## config.mk

```make
export PLATFORM = sky130hd
export DESIGN_NAME = iopmp_entry_sequencer
export DESIGN_NICKNAME = d
export VERILOG_FILES = /design/src/rtl/iopmp_entry_sequencer_pkg.sv /design/src/rtl/iopmp_entry_sequencer.sv
export SDC_FILE = /design/constraint.sdc
export NUM_CORES = 1
export LEC_CHECK = 0
export ABC_AREA = 1
export CAP_MARGIN = 25
export CORE_MARGIN = 2
export CORE_UTILIZATION = 30
export DETAILED_ROUTE_END_ITERATION = 16
export PLACE_DENSITY = 0.57
export SYNTH_ARGS = -nofsm -noshare
export SYNTH_HDL_FRONTEND = slang
export SYNTH_SLANG_ARGS = --single-unit
```

## constraint.sdc

```tcl
create_clock -name clk_i -period 1.7 [get_ports clk_i]
set_input_delay 0.425 -clock clk_i [delete_from_list [all_inputs] [get_ports clk_i]]
set_output_delay 0.425 -clock clk_i [all_outputs]
set_load 0.02 [all_outputs]
```

## src/rtl/iopmp_entry_sequencer_pkg.sv

```systemverilog
`default_nettype none
// +-----------------------------------------------------------------------+
// | iopmp_entry_sequencer_pkg: states, completion codes, entry offsets     |
// | and default register-bus types for the IOPMP entry sequencer. Rev 1.0  |
// +-----------------------------------------------------------------------+
package iopmp_entry_sequencer_pkg;

  typedef enum logic [2:0] {
    ST_IDLE  = 3'd0,
    ST_DIS   = 3'd1,
    ST_ADDR  = 3'd2,
    ST_ADDRH = 3'd3,
    ST_CFG   = 3'd4,
    ST_RESP  = 3'd5
  } seq_state_e;

  typedef enum logic [1:0] {
    RSP_OK      = 2'd0,
    RSP_BUS_ERR = 2'd1,
    RSP_TIMEOUT = 2'd2,
    RSP_BAD_IDX = 2'd3
  } rsp_code_e;

  localparam logic [13:0] c_ENTRY_ADDR_OFF  = 14'd0;
  localparam logic [13:0] c_ENTRY_ADDRH_OFF = 14'd4;
  localparam logic [13:0] c_ENTRY_CFG_OFF   = 14'd8;
  localparam logic [13:0] c_ENTRY_STRIDE    = 14'd16;

  typedef struct packed {
    logic [13:0] addr;
    logic        write;
    logic [31:0] wdata;
    logic [3:0]  wstrb;
    logic        valid;
  } iopmp_reg_req_t;

  typedef struct packed {
    logic [31:0] rdata;
    logic        error;
    logic        ready;
  } iopmp_reg_rsp_t;

endpackage
`default_nettype wire

```

## src/rtl/iopmp_entry_sequencer.sv

```systemverilog
`default_nettype none
// +-----------------------------------------------------------------------+
// | iopmp_entry_sequencer: programs one IOPMP entry (disable, addr, addrh, |
// | cfg) over the register bus per command and reports a completion code.  |
// | Rev 1.0                                                                |
// +-----------------------------------------------------------------------+
module iopmp_entry_sequencer
  import iopmp_entry_sequencer_pkg::*;
#(
  parameter int unsigned NUMBER_ENTRIES = 32,
  parameter logic [13:0] ENTRY_BASE     = 14'h2000,
  parameter int unsigned TIMEOUT_CYCLES = 255,
  parameter type         reg_req_t      = iopmp_reg_req_t,
  parameter type         reg_rsp_t      = iopmp_reg_rsp_t
) (
  input  logic        clk_i,
  input  logic        rst_i,
  input  logic        cmd_valid_i,
  output logic        cmd_ready_o,
  input  logic [7:0]  cmd_idx_i,
  input  logic [63:0] cmd_addr_i,
  input  logic [31:0] cmd_cfg_i,
  output logic        rsp_valid_o,
  input  logic        rsp_ready_i,
  output logic [1:0]  rsp_code_o,
  output reg_req_t    reg_req_o,
  input  reg_rsp_t    reg_rsp_i,
  output logic        busy_o
);

  localparam int unsigned        c_CNT_W       = (TIMEOUT_CYCLES > 0) ? $clog2(TIMEOUT_CYCLES + 1) : 1;
  localparam logic [c_CNT_W-1:0] c_WAIT_LAST   = c_CNT_W'(TIMEOUT_CYCLES - 1);
  localparam logic [8:0]         c_NUM_ENTRIES = 9'(NUMBER_ENTRIES);

  seq_state_e          r_state;
  seq_state_e          w_state_nxt;
  rsp_code_e           r_code;
  rsp_code_e           w_code_nxt;
  logic                w_code_load;
  logic [7:0]          r_idx;
  logic [63:0]         r_addr;
  logic [31:0]         r_cfg;
  logic [c_CNT_W-1:0]  r_wait;
  logic                w_accept;
  logic                w_bad_idx;
  logic                w_wr_active;
  logic [13:0]         w_entry;
  logic                w_unused;

  assign w_accept  = (r_state == ST_IDLE) && cmd_valid_i;
  assign w_bad_idx = ({1'b0, cmd_idx_i} >= c_NUM_ENTRIES);
  assign w_entry   = ENTRY_BASE + ({6'd0, r_idx} * c_ENTRY_STRIDE);
  assign rsp_code_o = r_code;
  assign w_unused  = ^{reg_rsp_i.rdata, r_addr[1:0]};

  always_ff @(posedge clk_i) begin
    if (rst_i) begin
      r_state <= ST_IDLE;
    end else begin
      r_state <= w_state_nxt;
    end
  end

  always_comb begin
    w_state_nxt = r_state;
    w_code_load = 1'b0;
    w_code_nxt  = RSP_OK;
    w_wr_active = 1'b0;
    cmd_ready_o = 1'b0;
    rsp_valid_o = 1'b0;
    busy_o      = 1'b1;
    reg_req_o   = '0;

    case (r_state)
      ST_IDLE: begin
        busy_o      = 1'b0;
        cmd_ready_o = 1'b1;
        if (cmd_valid_i) begin
          if (w_bad_idx) begin
            w_state_nxt = ST_RESP;
            w_code_load = 1'b1;
            w_code_nxt  = RSP_BAD_IDX;
          end else begin
            w_state_nxt = ST_DIS;
          end
        end
      end
      // Entry is disabled first so it is never live with a half-written address.
      ST_DIS: begin
        w_wr_active     = 1'b1;
        reg_req_o.addr  = w_entry + c_ENTRY_CFG_OFF;
        reg_req_o.wdata = 32'd0;
        if (reg_rsp_i.ready) w_state_nxt = ST_ADDR;
      end
      ST_ADDR: begin
        w_wr_active     = 1'b1;
        reg_req_o.addr  = w_entry + c_ENTRY_ADDR_OFF;
        reg_req_o.wdata = r_addr[33:2];
        if (reg_rsp_i.ready) w_state_nxt = ST_ADDRH;
      end
      ST_ADDRH: begin
        w_wr_active     = 1'b1;
        reg_req_o.addr  = w_entry + c_ENTRY_ADDRH_OFF;
        reg_req_o.wdata = {2'b00, r_addr[63:34]};
        if (reg_rsp_i.ready) w_state_nxt = ST_CFG;
      end
      ST_CFG: begin
        w_wr_active     = 1'b1;
        reg_req_o.addr  = w_entry + c_ENTRY_CFG_OFF;
        reg_req_o.wdata = r_cfg;
        if (reg_rsp_i.ready) begin
          w_state_nxt = ST_RESP;
          w_code_load = 1'b1;
          w_code_nxt  = RSP_OK;
        end
      end
      ST_RESP: begin
        rsp_valid_o = 1'b1;
        if (rsp_ready_i) w_state_nxt = ST_IDLE;
      end
      default: begin
        w_state_nxt = ST_IDLE;
      end
    endcase

    // A completing write beats the timeout; a bus error aborts the rest.
    if (w_wr_active) begin
      reg_req_o.valid = 1'b1;
      reg_req_o.write = 1'b1;
      reg_req_o.wstrb = 4'hF;
      if (reg_rsp_i.ready) begin
        if (reg_rsp_i.error) begin
          w_state_nxt = ST_RESP;
          w_code_load = 1'b1;
          w_code_nxt  = RSP_BUS_ERR;
        end
      end else if (r_wait == c_WAIT_LAST) begin
        w_state_nxt = ST_RESP;
        w_code_load = 1'b1;
        w_code_nxt  = RSP_TIMEOUT;
      end
    end
  end

  always_ff @(posedge clk_i) begin
    if (rst_i) begin
      r_idx  <= 8'd0;
      r_addr <= 64'd0;
      r_cfg  <= 32'd0;
      r_wait <= '0;
      r_code <= RSP_OK;
    end else begin
      if (w_accept) begin
        r_idx  <= cmd_idx_i;
        r_addr <= cmd_addr_i;
        r_cfg  <= cmd_cfg_i;
      end
      if (w_code_load) r_code <= w_code_nxt;
      if (w_state_nxt != r_state) begin
        r_wait <= '0;
      end else if (w_wr_active && !reg_rsp_i.ready) begin
        r_wait <= r_wait + 1'b1;
      end
    end
  end

endmodule
`default_nettype wire

```

== Yosys cells after proc, flatten, opt, wreduce, memory -nomap -nowiden ==
Index checks and enable logic that the tools add are counted.

* Register bits after elaboration: 117
* Bits of input ports: 142
* Output and inout bits: 57
* Logic and storage cells: 60

* Add/sub/neg operators: 4
* Magnitude comparators: 1
* Eq/ne operators: 7
* Muxes and demuxes: 35
* Reduce and logical (&&, ||, !) cells: 7

{| class="wikitable"
|+ Operators with widths
! cell !! count
|-
| case mux 32 bit (3 select lines) || 1
|-
| case mux 14 bit (3 select lines) || 1
|-
| two-way mux 3 bit || 11
|-
| case mux 3 bit (6 select lines) || 1
|-
| adder 14 x 12 -> 14 bit, first input constant || 1
|-
| adder 14 x 3 -> 14 bit, second input constant || 1
|-
| adder 14 x 4 -> 14 bit, second input constant || 1
|-
| two-way mux 2 bit || 7
|-
| two-way mux 1 bit || 12
|-
| adder 8 x 1 -> 8 bit, second input constant || 1
|-
| equality test 8 bit, second input constant || 1
|-
| >= comparator 8 x 6 -> 1 bit, second input constant || 1
|-
| equality test 3 x 2 -> 1 bit, second input constant || 2
|-
| equality test 3 bit, second input constant || 2
|-
| two-way mux 5 bit || 1
|-
| OR reduction 2 bit || 2
|-
| OR reduction 4 bit || 1
|-
| equality test 3 x 1 -> 1 bit, second input constant || 1
|-
| logical NOT 3 bit || 1
|-
| inequality test 3 bit || 1
|-
| logical AND 1 bit || 2
|-
| case mux 1 bit (2 select lines) || 1
|-
| logical NOT 1 bit || 1
|}

== Logic depth before layout (Yosys ltp) ==
Gate-level depths: netlist (run 1).

* Depth in word-level cells: 9
* Mapped depth: 13
* Mapped depth without buffers: 13

== Worst setup path after synthesis (run 1) ==
No wires, ideal clock.

* Path kind: reg2out
* From: reg r_state[1]
* To: out reg_req_o[11] (netlist bit)
* Arrival time: 1319 ps
* Required time: 1275 ps
* Slack: -44 ps
* Cell stages (with the launch flop): 8
* Path buffers: 1
* Cell sequence: dfxtp_1 inv_2 nor2_4 inv_2 nor2_1 buf_2 nand2_1 o221ai_1

{| class="wikitable"
|+ RTL lines
! what !! line !! source
|-
| start: declaration || iopmp_entry_sequencer.sv:35 || <nowiki>seq_state_e r_state;</nowiki>
|-
| start signal: assignment || iopmp_entry_sequencer.sv:60 || <nowiki>r_state <= w_state_nxt;</nowiki>
|-
| end: declaration || iopmp_entry_sequencer.sv:26 || <nowiki>output reg_req_t reg_req_o,</nowiki>
|}

==> metrics, run 1 <==
DR DRC count=0; Area growth syn-to-layout=63.19%; Post-synth EDFFs=0; required time worst endpoint=1.27 ns; Final Skew=0.003467 ns; flops & latches, synth=115; Worst slew margin=63.08%; # hold bufs at CTS=0; Final Hold Viols=0; Period Utilization, post-route=123.0%; share of cells above drive strength 1=27.32%; Hold Crit Depth=2; GP Congestion=0.7830; Final Hold Slack=0.4539 ns; placed cells=1046; outcome=complete, but fails checks; Vias=5220; CTS sink cnt=115; Yosys cell types=33; final setup TNS=-17.18 ns; crit path max fanout=5; FF-to-FF setup slack=-0.07 ns; vias per std cell=4.733; core area=16640 um^2; Syn. warnings=0; worst skew pair latency=0.41 ns; Seq/Total Area, Yosys=44.89%; root buffer selected by CTS=clkbuf_16; worst slew pin tran=0.5538 ns; worst vdd ir=0.0008989 V; Final ANT Viol Nets=0; Leakage=3.370 nW; final setup margin=-0.3912 ns; Critical Path Sink Type=primary output; CTS Buf Count=17; Post-DP HPWL=9954 um; DRT Wirelength=17450 um; initial core utilization=30.82%; global route overflow=0; gr usage total=17.24%; htree depth=4; reg2reg end=r_wait[5]$_SDFFE_PP0P_; total die area=18160 um^2; CP max stage delay=0.35 ns; Max clock buf depth=2; Most used DFF post-synth=dfxtp_1; register area=2311 um^2; Hold Path End=r_addr[33]$_SDFFE_PP0P_; Mapped Area=5129 um^2; CTS tree=built; port bufs=161; area share of the largest cell type after synthesis=44.89%; area of the multi-input gates=2509 um^2; cell taking the most area after synthesis=dfxtp_1; width of the die=134.8 um; Hold Crit Start=r_addr[33]$_SDFFE_PP0P_; fin cells=1103; filler instances=1628; end-of-flow core utilization=50.29%; syn_area_per_cell=7.498 um^2; Final Critical Period=2.091 ns; initial antenna violation count=1; PD cells=1274 nW/um^2; final setup violating endpoints=61; Place WS=-0.4837 ns; Max Cap Viol=0; failing checks=negative setup slack; DRT Pass-1 Iters=5; CP Launch Type=register; # IOs=199; RSZ-0062 raised after global routing=true; FF-to-FF Start=r_state[0]$_SDFF_PP0_; CP Cell Sequence=inv_2, nor2_4, inv_2, nor2_4, buf_8, buf_12, nand2_2, o221ai_2, buf_4; Rows=47; Syn Inst Count=684; largest net degree at the start of global routing=87; worst min-delay path category=reg2reg; wire length per cell=15.82 um; top-count cell post-synth=dfxtp_1; vias in the first global route=4860; fin. max-slew vios=0; clk slew on worst S/H paths=0.05 ns; Crit Path Category=reg2out; critical path arrival=1.67 ns; drt first-iter violations=277; Synth top cells by count=115 x dfxtp_1, 110 x nand2_1, 107 x a21oi_1; slowest CP cell=dfxtp_2; max frequency=478.2 MHz; fin nets=1015; synth top area cells=dfxtp_1 45%, a21oi_1 10%, nand2_1 8.1%, inv_1 7.0%, o21ai_0 6.6%; first-pass GRT wire length=24530 um; DIE HEIGHT=134.8 um; R2R cell count=14; ys async rst share=0%
==> per-stage QoR <==
| step | power, mW | cell area (um^2) |
|---|---|---|
| 2_1_floorplan | 5.145 | 5140 |
| 3_3_place_gp | 6.298 | 7078 |
| 3_5_place_dp | 6.301 | 7078 |
| 4_1_cts | 10.08 | 7874 |
| 5_1_grt | 11.20 | 8369 |
| 6_report | 10.66 | 8369 |
==> routing by layer <==
metal  GRT usage [%]  routed length (um)  up-vias
li1                -                   -     2642
met1           22.33                7924     2429
met2           27.58                8122      127
met3           5.030                1116       22
met4           5.614                 284        0
met5               0                   0        -
==> flip-flops by register name, summed over array words and instances (netlist names) <==
| signal | cells |
|---|---|
| r_idx | 8 |
| r_addr | 62 |
| r_state | 3 |
| r_cfg | 32 |
| r_wait | 8 |
| rsp_code_o | 2 |
==> how the worst max path moves through the flow <==
stage | from | to | slack [ns] | cells past startpoint
after floorplan | r_state[0]$_SDFF_PP0_ | reg_req_o[10] | -0.01 | 5
after global placement | r_state[0]$_SDFF_PP0_ | reg_req_o[34] | -0.48 | 7
after detailed placement | r_state[0]$_SDFF_PP0_ | reg_req_o[34] | -0.48 | 7
after CTS | r_state[0]$_SDFF_PP0_ | reg_req_o[19] | -0.41 | 6
after global routing | r_state[1]$_SDFF_PP0_ | reg_req_o[31] | -0.47 | 8
final | r_state[1]$_SDFF_PP0_ | reg_req_o[33] | -0.39 | 9
==> cell families after synthesis <==
logic type      Yosys count  synth area share [%]
compound gates          209                 22.71
flops                   115                 44.89
other cells               1               0.07312
xor+xnor                  5                 1.000
fa+ha+maj                 2                0.4878
simple gates            193                 17.66
buf+inv                 159                 13.17
==> layout make-up <==
class                           count  share of cell area [%]
Antenna cell                        1                 0.02990
Tap cell                          220                   3.289
Clock inverter                      9                   1.271
Timing Repair Buffer              224                   27.60
Sequential cell                   115                   27.61
Multi-Input combinational cell    413                   29.97
Clock buffer                       21                   5.621
Inverter                          100                   4.605
==> critical path, delay by kind of cell (launching register included) <==
kind,cells,cell delay [ns]
AO/OA/AOI/OAI,1,0.06
flip-flops,1,0.35
buffers and inverters,5,0.54
AND/OR/NAND/NOR,3,0.30
==> placed cells by master, fill, tap and decap left out, types with 14 or more instances in the layout <==
cell	count
o221ai_2	26
buf_6	40
inv_2	14
clkdlybuf4s50_1	105
nand2_1	88
nand3_1	46
o21ai_0	55
a21oi_1	104
buf_4	59
inv_1	84
nand2_2	21
dfxtp_1	112
clkbuf_16	22
==> report_power, final <==
part,leakage (nW),switching [mW],internal (mW)
logic,2.15,2.16,1.72
clock network,0.277,1.24,2.25
registers,0.948,0.161,3.14
total,3.37,3.55,7.11
==> timing repair <==
action                                  in CTS  in global routing
pin swaps                                    8                 13
cloned                                       2                  7
endpoints found under the setup margin      63                 80
setup buffers                                7                 12
resized for setup                          347                 98
Note: power is estimated with default switching activity, not from simulation.
==> run 2: changes to the inputs <==
PLACE_DENSITY = 0.55   (was 0.57)
clock period = 2.1 ns   (was 1.7 ns; I/O delays follow)
==> metrics, run 2 (synthesis results as in run 1) <==
gr usage total=17.97% (+0.73 points); # hold bufs at CTS=0 (unchanged); Hold Crit Depth=2 (unchanged); slowest CP cell=dfxtp_4; DRT Wirelength=15880 um (-9.0%); Area growth syn-to-layout=50.11%; register area=2308 um^2 (-0.11%); fin cells=1078 (-2.3%); Rows=47 (unchanged); worst vdd ir=0.0007435 V (-17%); top flop regs=r_addr (62), r_cfg (32); first-pass GRT wire length=25710 um (+4.8%); share of cells above drive strength 1=20.42% (-6.9 points); outcome=complete, but fails checks; htree depth=4 (unchanged); port bufs=161 (unchanged); Vias=5122 (-1.9%); initial antenna violation count=1 (unchanged); RSZ-0062 raised after global routing=true; worst min-delay path category=reg2reg; post-place instance area=7013 um^2 (-0.92%); required time worst endpoint=1.57 ns (+0.30 ns); filler instances=1632 (+0.25%); placed cells=1041 (-0.48%); total die area=18160 um^2 (unchanged); PD cells=982.5 nW/um^2 (-23%); CP Launch Type=register; vias in the first global route=5245 (+7.9%); # IOs=199 (unchanged); Final Critical Period=2.216 ns; fin area=7699 um^2 (-8.0%); DIE HEIGHT=134.8 um (unchanged); area of the multi-input gates=2372 um^2 (-5.4%); GP Congestion=0.7889 (+0.75%); root buffer selected by CTS=clkbuf_16; critical path arrival=1.69 ns (+0.02 ns); final setup margin=-0.1163 ns (+0.2749 ns); Largest Register=r_addr; wire length per cell=14.73 um (-6.9%); Final ANT Viol Nets=0 (unchanged); core area=16640 um^2 (unchanged); Place WS=-0.2826 ns (+0.2011 ns); largest net degree at the start of global routing=108 (+24%); global route overflow=0 (unchanged); most common cell after layout, fill and taps aside=dfxtp_1; Critical Path Sink Type=primary output; Crit Path Category=reg2out; width of the die=134.8 um (unchanged); Worst slew margin=65.28% (+2.2 points); Max Cap Viol=0 (unchanged); Final Skew=0.007390 ns (+0.003923 ns); failing checks=negative setup slack; CTS Buf Count=17 (unchanged); fin nets=989 (-2.6%); drt first-iter violations=218 (-21%); Max clock buf depth=2 (unchanged); vias per std cell=4.751 (+0.40%); Leakage=3.086 nW (-8.4%); worst slew pin tran=0.5208 ns (-0.03299 ns); CTS tree=built; leading cell types in the layout, fill and taps excluded=112 x dfxtp_1, 107 x a21oi_1, 107 x clkdlybuf4s50_1, 105 x nand2_1, 91 x inv_1; max frequency=451.2 MHz; Period Utilization, post-route=105.5%; Post-DP HPWL=10410 um (+4.6%); DRT Pass-1 Iters=4 (-1); crit path max fanout=8 (+3); R2R cell count=13 (-1); fin. max-slew vios=0 (unchanged); worst skew pair latency=0.41 ns (about the same); final setup violating endpoints=32 (-48%); CTS sink cnt=115 (unchanged); clk slew on worst S/H paths=0.05 ns (about the same); end-of-flow core utilization=46.26% (-4.0 points); initial core utilization=30.82% (unchanged); CP Cell Sequence=inv_4, nor2_4, inv_2, nor2_4, buf_6, buf_6, nand2_4, o221ai_4, buf_6; CP max stage delay=0.38 ns (+0.03 ns); critical path's most frequent cell=buf_6; Final Hold Viols=0 (unchanged); DR DRC count=0 (unchanged); number of flip-flops in the largest register=62 (unchanged)
==> run 2: per-stage QoR <==
step           setup TNS, ns  power [mW]  hold slack [ns]
2_1_floorplan              0       4.163           0.4293
3_3_place_gp          -6.203       5.015           0.4376
3_5_place_dp          -8.166       5.071           0.4438
4_1_cts               -4.862       7.606           0.4517
5_1_grt               -5.602       8.023           0.4632
6_report              -2.000       7.564           0.4513
==> run 2: metal layers <==
layer / global-route usage [%] / up-vias / wire length [um]
li1: - / 2579 / -
met1: 22.35 / 2371 / 7128
met2: 29.75 / 155 / 7526
met3: 5.255 / 17 / 1022
met4: 6.140 / 0 / 202
met5: 0 / - / 0
==> run 2: path summary, 6_finish.rpt <==
path	from	end	slack [ns]
worst max-delay path	r_state[1]$_SDFF_PP0_	reg_req_o[13]	-0.12
worst min-delay path	r_cfg[18]$_SDFFE_PP0P_	r_cfg[18]$_SDFFE_PP0P_	0.45
worst max register to register	r_state[1]$_SDFF_PP0_	r_wait[2]$_SDFFE_PP0P_	0.35
worst min register to register	r_cfg[18]$_SDFFE_PP0P_	r_cfg[18]$_SDFFE_PP0P_	0.45
==> run 2: timing repair <==
item	in CTS	in global routing
setup buffers	2	3
gates resized for setup	314	23
gates cloned	2	0
pin swaps	5	5
endpoints found under the setup margin	52	51
==> run 2: area by class of cell <==
type | instances | area share (%)
Clock buffer | 20 | 5.672
Timing Repair Buffer | 198 | 24.09
Multi-Input combinational cell | 413 | 30.81
Antenna cell | 1 | 0.03250
Sequential cell | 115 | 29.99
Inverter | 100 | 4.973
Tap cell | 220 | 3.575
Clock inverter | 11 | 0.8614
==> run 2: power breakdown <==
part           total [mW]  internal [mW]  switching (mW)
combinational        2.43          0.946            1.48
clock                2.47           1.48           0.988
sequential           2.67           2.54           0.131
total                7.56           4.97            2.60
==> run 2: worst max-delay path: cells and delay by family, from the launching register on <==
| family | cells | cell delay (ns) |
|---|---|---|
| flip-flops | 1 | 0.38 |
| AND/OR/NAND/NOR | 3 | 0.30 |
| buffers and inverters | 5 | 0.54 |
| AO/OA/AOI/OAI | 1 | 0.06 |
